--- config.mk ---
export PLATFORM = sky130hd
export DESIGN_NAME = riscv_main_datapath_flat
export DESIGN_NICKNAME = d
export VERILOG_FILES = /design/src/rtl/riscv_main_datapath_pkg.sv /design/src/rtl/riscv_main_datapath_if.sv /design/src/rtl/riscv_control_unit.sv /design/src/rtl/riscv_main_datapath.sv /design/src/flat_wrapper.sv
export SDC_FILE = /design/constraint.sdc
export NUM_CORES = 1
export LEC_CHECK = 0
export CAP_MARGIN = 20
export CORE_MARGIN = 3
export CORE_UTILIZATION = 39
export DETAILED_ROUTE_END_ITERATION = 12
export PLACE_DENSITY = 0.91
export SETUP_SLACK_MARGIN = 0.5
export SLEW_MARGIN = 20
export SYNTH_ARGS = -nofsm -noshare
export SYNTH_HDL_FRONTEND = slang
export SYNTH_SLANG_ARGS = --single-unit
--- constraint.sdc ---
create_clock -name clk -period 7.9 [get_ports clk]
set_input_delay 1.975 -clock clk [delete_from_list [all_inputs] [get_ports clk]]
set_output_delay 1.975 -clock clk [all_outputs]
set_load 0.02 [all_outputs]
--- src/rtl/riscv_main_datapath_pkg.sv ---
// Shared types and constants for the single-cycle RV64I subset datapath.
package riscv_main_datapath_pkg;

  localparam int unsigned XLEN        = 64;
  localparam int unsigned ILEN        = 32;
  localparam int unsigned NUM_REGS    = 32;
  localparam int unsigned PATCH_WORDS = 8;
  localparam int unsigned PATCH_BASE  = 8;

  localparam logic [6:0] OP_R      = 7'b0110011;
  localparam logic [6:0] OP_IMM    = 7'b0010011;
  localparam logic [6:0] OP_LOAD   = 7'b0000011;
  localparam logic [6:0] OP_STORE  = 7'b0100011;
  localparam logic [6:0] OP_BRANCH = 7'b1100011;

  localparam logic [2:0] F3_ADD_SUB = 3'b000;
  localparam logic [2:0] F3_OR      = 3'b110;
  localparam logic [2:0] F3_AND     = 3'b111;
  localparam logic [2:0] F3_DWORD   = 3'b011;
  localparam logic [2:0] F3_BEQ     = 3'b000;

  localparam logic [6:0] F7_BASE = 7'b0000000;
  localparam logic [6:0] F7_SUB  = 7'b0100000;

  localparam logic [ILEN-1:0] INSN_NOP = 32'h0000_0013;

  typedef enum logic [1:0] {
    ALU_ADD = 2'd0,
    ALU_SUB = 2'd1,
    ALU_AND = 2'd2,
    ALU_OR  = 2'd3
  } alu_op_e;

  typedef struct packed {
    logic    reg_write;
    logic    alu_src;
    logic    mem_read;
    logic    mem_write;
    logic    mem_to_reg;
    logic    branch;
    alu_op_e alu_op;
  } ctrl_t;

  // Power-on / reset contents of the data memory.
  function automatic logic [XLEN-1:0] dmem_init(input int unsigned idx);
    case (idx)
      0:       return XLEN'(15);
      5:       return XLEN'(25);
      default: return '0;
    endcase
  endfunction

endpackage

--- src/rtl/riscv_main_datapath_if.sv ---
// PC loop between the external PC register (master) and the datapath (slave).
interface riscv_main_datapath_if;
  logic [riscv_main_datapath_pkg::XLEN-1:0] pc;
  logic [riscv_main_datapath_pkg::XLEN-1:0] pc_next;

  modport master (output pc, input pc_next);
  modport slave  (input pc, output pc_next);
endinterface

--- src/rtl/riscv_control_unit.sv ---
// Main decoder: opcode/funct fields to datapath control; unknown encodings decode as NOP.
module riscv_control_unit
  import riscv_main_datapath_pkg::*;
(
  input  logic [6:0] opcode,
  input  logic [2:0] funct3,
  input  logic [6:0] funct7,
  output ctrl_t      ctrl_c
);

  always_comb begin
    ctrl_c = '0;
    case (opcode)
      OP_R: begin
        if (funct3 == F3_ADD_SUB && funct7 == F7_BASE) begin
          ctrl_c.reg_write = 1'b1;
          ctrl_c.alu_op    = ALU_ADD;
        end else if (funct3 == F3_ADD_SUB && funct7 == F7_SUB) begin
          ctrl_c.reg_write = 1'b1;
          ctrl_c.alu_op    = ALU_SUB;
        end else if (funct3 == F3_AND && funct7 == F7_BASE) begin
          ctrl_c.reg_write = 1'b1;
          ctrl_c.alu_op    = ALU_AND;
        end else if (funct3 == F3_OR && funct7 == F7_BASE) begin
          ctrl_c.reg_write = 1'b1;
          ctrl_c.alu_op    = ALU_OR;
        end
      end
      OP_IMM: begin
        if (funct3 == F3_ADD_SUB) begin
          ctrl_c.reg_write = 1'b1;
          ctrl_c.alu_src   = 1'b1;
          ctrl_c.alu_op    = ALU_ADD;
        end
      end
      OP_LOAD: begin
        if (funct3 == F3_DWORD) begin
          ctrl_c.reg_write  = 1'b1;
          ctrl_c.alu_src    = 1'b1;
          ctrl_c.mem_read   = 1'b1;
          ctrl_c.mem_to_reg = 1'b1;
          ctrl_c.alu_op     = ALU_ADD;
        end
      end
      OP_STORE: begin
        if (funct3 == F3_DWORD) begin
          ctrl_c.alu_src   = 1'b1;
          ctrl_c.mem_write = 1'b1;
          ctrl_c.alu_op    = ALU_ADD;
        end
      end
      OP_BRANCH: begin
        if (funct3 == F3_BEQ) begin
          ctrl_c.branch = 1'b1;
          ctrl_c.alu_op = ALU_SUB;
        end
      end
      default: ctrl_c = '0;
    endcase
  end

endmodule

--- src/rtl/riscv_main_datapath.sv ---
// Single-cycle RV64I subset core: ROM fetch, decode, regfile, ALU, data memory, next-PC.
module riscv_main_datapath
  import riscv_main_datapath_pkg::*;
#(
  parameter int unsigned                  IMEM_WORDS = 64,
  parameter int unsigned                  DMEM_WORDS = 32,
  parameter logic [PATCH_WORDS*ILEN-1:0]  IMEM_PATCH = {PATCH_WORDS{INSN_NOP}}
) (
  input  logic                 clk,
  input  logic                 reset,
  riscv_main_datapath_if.slave bus
);

  localparam int unsigned DMEM_AW  = $clog2(DMEM_WORDS);
  localparam int unsigned PATCH_IW = $clog2(PATCH_WORDS * ILEN);

  logic [7:0]      imem_idx;
  logic [ILEN-1:0] instr;
  logic [6:0]      opcode;
  logic [4:0]      rd;
  logic [2:0]      funct3;
  logic [4:0]      rs1;
  logic [4:0]      rs2;
  logic [6:0]      funct7;
  ctrl_t           ctrl;
  logic [XLEN-1:0] imm;
  logic [XLEN-1:0] rs1_data;
  logic [XLEN-1:0] rs2_data;
  logic [XLEN-1:0] alu_b;
  logic [XLEN-1:0] alu_result;
  logic            zero;
  logic [DMEM_AW-1:0] dmem_idx;
  logic [XLEN-1:0] dmem_rdata;
  logic [XLEN-1:0] wb_data;
  logic [XLEN-1:0] regs [NUM_REGS];
  logic [XLEN-1:0] dmem [DMEM_WORDS];
  logic            unused_pc_bits;

  assign imem_idx       = bus.pc[9:2];
  assign unused_pc_bits = ^{bus.pc[XLEN-1:10], bus.pc[1:0]};

  // Fixed demo program; words 8.. may be overridden through IMEM_PATCH.
  always_comb begin
    instr = INSN_NOP;
    case (imem_idx)
      8'd1: instr = 32'h0000_0293;  // addi x5,x0,0
      8'd2: instr = 32'h0050_0513;  // addi x10,x0,5
      8'd3: instr = 32'h00A0_0593;  // addi x11,x0,10
      8'd4: instr = 32'h0002_B303;  // ld   x6,0(x5)
      8'd5: instr = 32'h0005_3383;  // ld   x7,0(x10)
      8'd6: instr = 32'h0073_0433;  // add  x8,x6,x7
      8'd7: instr = 32'h0085_B023;  // sd   x8,0(x11)
      default: begin
        for (int unsigned i = 0; i < PATCH_WORDS; i++) begin
          if (32'(imem_idx) == PATCH_BASE + i)
            instr = IMEM_PATCH[PATCH_IW'(i * ILEN) +: ILEN];
        end
      end
    endcase
    if (32'(imem_idx) >= IMEM_WORDS)
      instr = INSN_NOP;
  end

  assign opcode = instr[6:0];
  assign rd     = instr[11:7];
  assign funct3 = instr[14:12];
  assign rs1    = instr[19:15];
  assign rs2    = instr[24:20];
  assign funct7 = instr[31:25];

  riscv_control_unit u_ctrl (
    .opcode (opcode),
    .funct3 (funct3),
    .funct7 (funct7),
    .ctrl_c (ctrl)
  );

  // Sign-extended I/S/B immediates; B carries the implicit zero LSB.
  always_comb begin
    imm = '0;
    case (opcode)
      OP_IMM, OP_LOAD: imm = {{(XLEN-12){instr[31]}}, instr[31:20]};
      OP_STORE:        imm = {{(XLEN-12){instr[31]}}, instr[31:25], instr[11:7]};
      OP_BRANCH:       imm = {{(XLEN-13){instr[31]}}, instr[31], instr[7],
                              instr[30:25], instr[11:8], 1'b0};
      default:         imm = '0;
    endcase
  end

  // Reads see the pre-edge value; no write-through bypass.
  assign rs1_data = (rs1 == 5'd0) ? '0 : regs[rs1];
  assign rs2_data = (rs2 == 5'd0) ? '0 : regs[rs2];

  always_comb begin
    alu_b      = ctrl.alu_src ? imm : rs2_data;
    alu_result = '0;
    case (ctrl.alu_op)
      ALU_ADD: alu_result = rs1_data + alu_b;
      ALU_SUB: alu_result = rs1_data - alu_b;
      ALU_AND: alu_result = rs1_data & alu_b;
      ALU_OR:  alu_result = rs1_data | alu_b;
      default: alu_result = '0;
    endcase
  end

  assign zero       = (alu_result == '0);
  assign dmem_idx   = DMEM_AW'(alu_result % XLEN'(DMEM_WORDS));
  assign dmem_rdata = ctrl.mem_read ? dmem[dmem_idx] : '0;
  assign wb_data    = ctrl.mem_to_reg ? dmem_rdata : alu_result;

  always_ff @(posedge clk) begin
    if (!reset) begin
      for (int unsigned i = 0; i < NUM_REGS; i++)
        regs[i] <= '0;
    end else if (ctrl.reg_write && rd != 5'd0) begin
      regs[rd] <= wb_data;
    end
  end

  always_ff @(posedge clk) begin
    if (!reset) begin
      for (int unsigned i = 0; i < DMEM_WORDS; i++)
        dmem[i] <= dmem_init(i);
    end else if (ctrl.mem_write) begin
      dmem[dmem_idx] <= rs2_data;
    end
  end

  always_comb begin
    bus.pc_next = bus.pc + XLEN'(4);
    if (!reset)
      bus.pc_next = XLEN'(4);
    else if (ctrl.branch && zero)
      bus.pc_next = bus.pc + imm;
  end

endmodule

--- src/flat_wrapper.sv ---
// flat-port wrapper written by rule: the top's interface ports become plain ports
module riscv_main_datapath_flat import riscv_main_datapath_pkg::*;
#(
  parameter int unsigned                  IMEM_WORDS = 64,
  parameter int unsigned                  DMEM_WORDS = 32,
  parameter logic [PATCH_WORDS*ILEN-1:0]  IMEM_PATCH = {PATCH_WORDS{INSN_NOP}}
)
  (clk, reset, bus_pc, bus_pc_next);
  riscv_main_datapath_if bus_i ();
  input  logic clk;
  input  logic reset;
  input wire logic [$bits(bus_i.pc)-1:0] bus_pc;
  output wire logic [$bits(bus_i.pc_next)-1:0] bus_pc_next;
  assign bus_i.pc = bus_pc;
  assign bus_pc_next = bus_i.pc_next;
  riscv_main_datapath #(.IMEM_WORDS(IMEM_WORDS), .DMEM_WORDS(DMEM_WORDS), .IMEM_PATCH(IMEM_PATCH)) u_core (.clk(clk), .reset(reset), .bus(bus_i));
endmodule
==> key figures, run 1 <==
Status
  • Status: finished, final reports clean

Synthesis
  • Post-Synth XOR/XNOR Area: 0.167
  • Synth Area in Compound Gates: 0.163
  • Top cell type's share of synthesized area: 0.116
  • Ranking of synthesized cells by area: xor2_1 12%, nand4_1 11%, nand3_1 9.0%, nor2_1 8.9%, or3_1 7.9%
  • Yosys top cell by area: xor2_1
  • Mean Syn Cell Area: 5.91 sq um
  • Syn. warnings: 0
  • Net count after synthesis: 360
  • Main combinational cell family by area after synthesis: simple AND/OR/NAND/NOR gates
  • Yosys cell types: 29
  • Simple-Gate Fraction of Synth Area: 0.629
  • Post-synthesis sequential area ratio: 0
  • Synth Area in Adders: 0.00723
  • Syn Std Cell Area: 1730 sq um
  • Post-synthesis cell count: 293
  • Multiplexer share of the synthesized area: 0

Timing
  • Worst-Margin Slew: 0.734 ns
  • Final period util: 0.904
  • Final Hold Fails: 0
  • Unrepaired setup endpoints after global routing: false
  • Tmin final: 7.14 ns
  • Setup-failing EPs final: 0
  • Maximum clock rate: 140 MHz
  • Total negative setup slack: 0 ns
  • Max-slew headroom: 0.509
  • Max Transition Viols Final: 0

Die
  • Number of core rows: 23
  • I/O pin count: 130
  • Die ar.: 5280 sq um
  • Die width: 72.6 um
  • Die Ht: 72.6 um
  • Initial Util: 0.418
  • Core ar.: 4140 sq um

Pwr
  • Total power: 144 uW
  • Worst IR drop on VDD: 0.0000311 V
  • Pwr/cell area: 47.1 nW/um^2
  • Lkg Pwr: 0.943 nW

Route
  • Final WL: 7.28 mm
  • Pre-antenna DRT Iters: 5
  • M1 WL: 3.03 mm
  • Initial DRC count: 228
  • Max Used Layer: met4
  • Vias post-DR: 2734
  • DR WL/cell: 15.6 um
  • Routed wl met3: 636 um
  • Final ANT Viol Nets: 0
  • Vias per inst: 5.88
  • DRC Markers: 0
  • Routed length on met2: 3.54 mm

Placed design
  • GP Congestion: 0.851
  • Placed Area: 3060 sq um
  • I/O Buffers: 129
  • Placed wire-length estimate: 5.99 mm

GRT
  • Number of global-route vias before repair: 2550
  • Congestion Overflow GR: 0
  • GRT Total Usage: 0.263
  • First-pass GRT wire length: 11.6 mm
  • Initial antenna violation count: 0
  • Largest net degree at the start of global routing: 34

Layout
  • Reg area: 0 sq um
  • ANT cells: 0
  • Fin nets: 484
  • Clkbuf count: 0
  • Finished Cell Area: 3060 sq um
  • Num sequential: 0
  • P&R area growth vs syn: 77.0%
  • Layout cells sized above 1: 0.0313
  • FILL cells: 360

Setup path
  • CP startpoint kind: input port
  • Critical path arrival: 5.16 ns
  • Crit Path Max Fanout: 19
  • Worst Path Required: 5.93 ns
  • CP Class: input port to output port
  • Endpoint type of the worst setup path: output port

Run
  • Maxcap violations: 0

Hold path
  • Hold depth: 4
  • Hold Crit Start: bus_pc[63]
  • Hold Path End: bus_pc_next[63]
  • HP Class: input port to output port

Clocking
  • Hold buffer count at CTS: 0
  • Postcts setup bufs: 0
  • PostCTS Resize Cnt: 0
-- cell usage after synthesis (5+ instances only) --
cell type / count
or4_1: 5
xor2_1: 23
nor2_1: 41
o31ai_1: 5
xnor2_1: 10
inv_1: 6
nand2_1: 25
and3_1: 5
nand4_1: 30
or3_1: 22
nand3_1: 31
o21ai_0: 22
and2_1: 8
a21oi_1: 27
clkbuf_1: 7
-- how the worst max path moves through the flow --
stage	start	endpoint	slack (ns)	depth (start not counted)
4_1_cts	bus_pc[12]	bus_pc_next[41]	0.87	7
5_1_grt	bus_pc[12]	bus_pc_next[41]	0.61	7
3_5_place_dp	bus_pc[12]	bus_pc_next[41]	0.89	7
6_report	bus_pc[12]	bus_pc_next[41]	0.76	7
2_1_floorplan	bus_pc[32]	bus_pc_next[45]	2.25	6
3_3_place_gp	bus_pc[12]	bus_pc_next[41]	0.91	7
-- metrics by stage --
stage	hold slack, ns	std cells	setup slack (ns)	utilization
4_1_cts	5.03	465	0.867	0.739
3_3_place_gp	5.01	465	0.909	0.739
3_5_place_dp	5.02	465	0.887	0.739
5_1_grt	5.06	465	0.614	0.739
6_report	5.02	465	0.760	0.739
2_1_floorplan	4.07	293	2.25	-
-- final cells by class --
class / count / area, sq um / area share
well taps: 50 / 62.6 / 0.0204
inverters: 6 / 22.5 / 0.00735
multi-input cells: 278 / 1670 / 0.546
repair buffers: 131 / 1310 / 0.426
-- cell usage in the layout, fill, tap and decap left out --
master,synthesis,layout
a21oi_1,27,27
and2_1,8,8
and3_1,5,5
and3_2,1,1
and4_1,2,2
buf_4,0,2
clkdlybuf4s50_1,0,129
ha_1,1,1
inv_1,6,6
nand2_1,25,25
nand3_1,31,31
nand3_4,1,1
nand4_1,30,30
nand4_2,1,1
nand4_4,1,1
nand4b_1,1,1
nor2_1,41,41
nor3_1,4,4
nor3_4,2,2
nor3b_1,1,1
nor4_1,4,4
nor4_2,4,4
nor4_4,1,1
o21ai_0,22,22
o31ai_1,5,5
or3_1,22,22
or4_1,5,5
xnor2_1,10,10
xor2_1,23,23
-- power breakdown --
group	switching, mW	leakage, nW	internal (mW)
combinational	0.0723	0.943	0.0721
sequential	0	0	0
clock	0	0	0
total	0.0723	0.943	0.0721
-- cell families (layout without fill, tap and decap cells) --
logic type	Yosys count	in the layout
simple gates	190	190
compound gates	54	54
xor+xnor	33	33
buf+inv	15	137
fa+ha+maj	1	1
-- per-layer routing --
metal / vias up / track usage
met2: 149 / 0.487
met1: 1233 / 0.341
met5: - / 0
li1: 1346 / -
met3: 6 / 0.0207
met4: 0 / 0.0287
-- worst max-delay path: stages --
cell and delay (ns):
clkdlybuf4s50_1 0.62, nand4_4 0.17, nor3_4 0.66, nand3_1 0.41
or4_1 0.51, a21oi_1 0.18, clkdlybuf4s50_1 0.63
No activity file was read; power rests on OpenSTA's default activity.
==> run 2: changes to the inputs <==
--- a/config.mk
+++ b/config.mk
@@ -9,6 +9,7 @@
 export CORE_MARGIN = 3
 export CORE_UTILIZATION = 39
 export DETAILED_ROUTE_END_ITERATION = 12
+export GPL_ROUTABILITY_DRIVEN = 0
 export PLACE_DENSITY = 0.91
 export SETUP_SLACK_MARGIN = 0.5
 export SLEW_MARGIN = 20
==> results of run 2 <==
No change in the layout: final DEF, timing and power equal those of run 1.
==> run 3: changes to the inputs <==
--- a/config.mk
+++ b/config.mk
@@ -5,12 +5,13 @@
 export SDC_FILE = /design/constraint.sdc
 export NUM_CORES = 1
 export LEC_CHECK = 0
+export ABC_CLOCK_PERIOD_IN_PS = 8200
 export CAP_MARGIN = 20
 export CORE_MARGIN = 3
-export CORE_UTILIZATION = 39
+export CORE_UTILIZATION = 36
 export DETAILED_ROUTE_END_ITERATION = 12
 export GPL_ROUTABILITY_DRIVEN = 0
-export PLACE_DENSITY = 0.91
+export PLACE_DENSITY = 0.85
 export SETUP_SLACK_MARGIN = 0.5
 export SLEW_MARGIN = 20
 export SYNTH_ARGS = -nofsm -noshare
==> constraint.sdc (replaced) <==
create_clock -name clk -period 8.2 [get_ports clk]
set_input_delay 2.05 -clock clk [delete_from_list [all_inputs] [get_ports clk]]
set_output_delay 2.05 -clock clk [all_outputs]
set_load 0.02 [all_outputs]
==> key figures, run 3 (synthesis gave the netlist of run 1 again) <==
Timing
  • Final period util: 0.883
  • Fin Hold WS: 5.17 ns (+0.145 ns)
  • Final Hold Fails: 0 (unchanged)
  • Unrepaired setup endpoints after global routing: false
  • Total negative setup slack: 0 ns (unchanged)
  • Tmin final: 7.24 ns
  • Setup-failing EPs final: 0 (unchanged)
  • Max-slew headroom: 0.522 (+0.0132)
  • Max Transition Viols Final: 0 (unchanged)
  • Worst-Margin Slew: 0.714 ns (-0.0197 ns)
  • Maximum clock rate: 138 MHz
  • Worst setup margin: 0.962 ns (+0.201 ns)

Pwr
  • Lkg Pwr: 0.947 nW (+0.39%)
  • Switching pwr: 69.4 uW (-4.0%)
  • Pwr/cell area: 45.3 nW/um^2 (-3.9%)
  • Pint: 70.1 uW (-2.7%)
  • Switching share of power: 0.497 (-0.00337)
  • Share of total power in sequential cells: 0 (unchanged)
  • Worst IR drop on VDD: 0.0000276 V (-11%)
  • Comb power frac: 1.000 (about the same)
  • Clock share of power: 0 (unchanged)

Setup path
  • Critical path arrival: 5.19 ns (+0.03 ns)
  • WP depth: 7 (unchanged)
  • Largest stage delay, worst path: 0.63 ns (-0.03 ns)
  • Crit Path Max Fanout: 8 (-11)
  • WP buf/inv: 2 (unchanged)
  • Endpoint type of the worst setup path: output port
  • CP Class: input port to output port
  • Cell Chain, Critical Path: clkdlybuf4s50_1, nand4_1, nor4_2, nand4_1, or3_1, a21oi_1, clkdlybuf4s50_1
  • Slowest CP cell: clkdlybuf4s50_1
  • Worst Path Required: 6.15 ns (+0.22 ns)
  • CP startpoint kind: input port
  • Crit path max-delay family: simple AND/OR/NAND/NOR gates

Route
  • DR WL/cell: 15.2 um (-2.7%)
  • Initial DRC count: 151 (-34%)
  • Vias per inst: 5.82 (-1.0%)
  • Final WL: 7.12 mm (-2.1%)
  • Final ANT Viol Nets: 0 (unchanged)
  • DRC Markers: 0 (unchanged)
  • Pre-antenna DRT Iters: 4 (-1)
  • Vias post-DR: 2723 (-0.40%)

GRT
  • GR Layer Usage met3: 0.0185 (-0.00219)
  • Congestion Overflow GR: 0 (unchanged)
  • Initial antenna violation count: 0 (unchanged)
  • GR met1 Demand/Resource: 0.328 (-0.0132)
  • First-pass GRT wire length: 11.2 mm (-3.3%)
  • Largest net degree at the start of global routing: 39 (+15%)
  • GRT Total Usage: 0.241 (-0.0226)
  • Grt peak-use layer: met2
  • GR Util met2: 0.438 (-0.0488)
  • Number of global-route vias before repair: 2480 (-2.7%)

Layout
  • ANT cells: 0 (unchanged)
  • Most common cell after layout, fill and taps aside: clkdlybuf4s50_1
  • Num sequential: 0 (unchanged)
  • Multi-input gate area: 1670 sq um (unchanged)
  • Most frequent cells in the layout: 129 x clkdlybuf4s50_1, 41 x nor2_1, 31 x nand3_1, 30 x nand4_1, 27 x a21oi_1
  • FILL cells: 399 (+11%)
  • Clkbuf count: 0 (unchanged)
  • P&R area growth vs syn: 78.0%
  • Layout cells sized above 1: 0.0337 (+0.00233)
  • Reg area: 0 sq um (unchanged)
  • Fin util: 0.684 (-0.0553)
  • Fin nets: 485 (+0.21%)

Die
  • I/O pin count: 130 (unchanged)
  • Die Ht: 75.4 um (+3.7%)
  • Number of core rows: 24 (+4.3%)
  • Die ar.: 5680 sq um (+7.6%)
  • Die width: 75.4 um (+3.7%)
  • Initial Util: 0.384 (-0.0334)
  • Core ar.: 4500 sq um (+8.7%)

Hold path
  • Hold Path End: bus_pc_next[1]
  • Hold depth: 3 (-1)
  • Hold Crit Start: bus_pc[1]
  • HP Class: input port to output port

Placed design
  • I/O Buffers: 129 (unchanged)
  • Place WS: 1.01 ns (+0.125 ns)
  • Placed wire-length estimate: 5.83 mm (-2.6%)

Status
  • Status: finished, final reports clean

Clocking
  • PostCTS Resize Cnt: 0 (unchanged)
  • Hold buffer count at CTS: 0 (unchanged)
  • Postcts setup bufs: 0 (unchanged)

Run
  • Maxcap violations: 0 (unchanged)
run 3: cell types whose count changed in the layout (fill, tap and decap cells not counted), sizes merged:
cell,change
inv,-1
buf,+1
clkinv,+1
run 3: area by class of cell:
cell class,count,share of cell area
inverter,6,0.00731
multi-input combinational,278,0.543
timing repair buffer,132,0.429
tap,52,0.0211
run 3: tightest hold or removal path: stages:
cell	delay, ns
clkdlybuf4s50_1	0.39
and2_1	0.15
clkdlybuf4s50_1	0.53
run 3: worst max-delay path by stage:
stage / slack (ns) / startpoint / to
6_report: 0.96 / bus_pc[21] / bus_pc_next[46]
4_1_cts: 0.99 / bus_pc[21] / bus_pc_next[46]
5_1_grt: 0.72 / bus_pc[12] / bus_pc_next[41]
3_3_place_gp: 1.04 / bus_pc[12] / bus_pc_next[41]
3_5_place_dp: 1.01 / bus_pc[21] / bus_pc_next[62]
2_1_floorplan: 2.40 / bus_pc[32] / bus_pc_next[45]
run 3: per-layer routing:
| layer | wire length, um | vias up |
|---|---|---|
| met3 | 537 | 2 |
| met2 | 3540 | 117 |
| met1 | 3030 | 1248 |
| li1 | - | 1356 |
| met4 | 19 | 0 |
| met5 | 0 | - |
run 3: power by group through the flow:
stage / Clock [mW] / Sequential, mW / Combinational (mW)
4_1_cts: 0 / 0 / 0.139
5_1_grt: 0 / 0 / 0.149
2_1_floorplan: 0 / 0 / 0.0549
3_5_place_dp: 0 / 0 / 0.138
3_3_place_gp: 0 / 0 / 0.137
6_report: 0 / 0 / 0.140
run 3: through the flow:
step | area (sq um) | total power [mW] | std cells
3_5_place_dp | 3070 | 0.138 | 467
2_1_floorplan | 1730 | 0.0549 | 293
5_1_grt | 3080 | 0.149 | 468
4_1_cts | 3070 | 0.139 | 467
6_report | 3080 | 0.140 | 468
3_3_place_gp | 3070 | 0.137 | 467
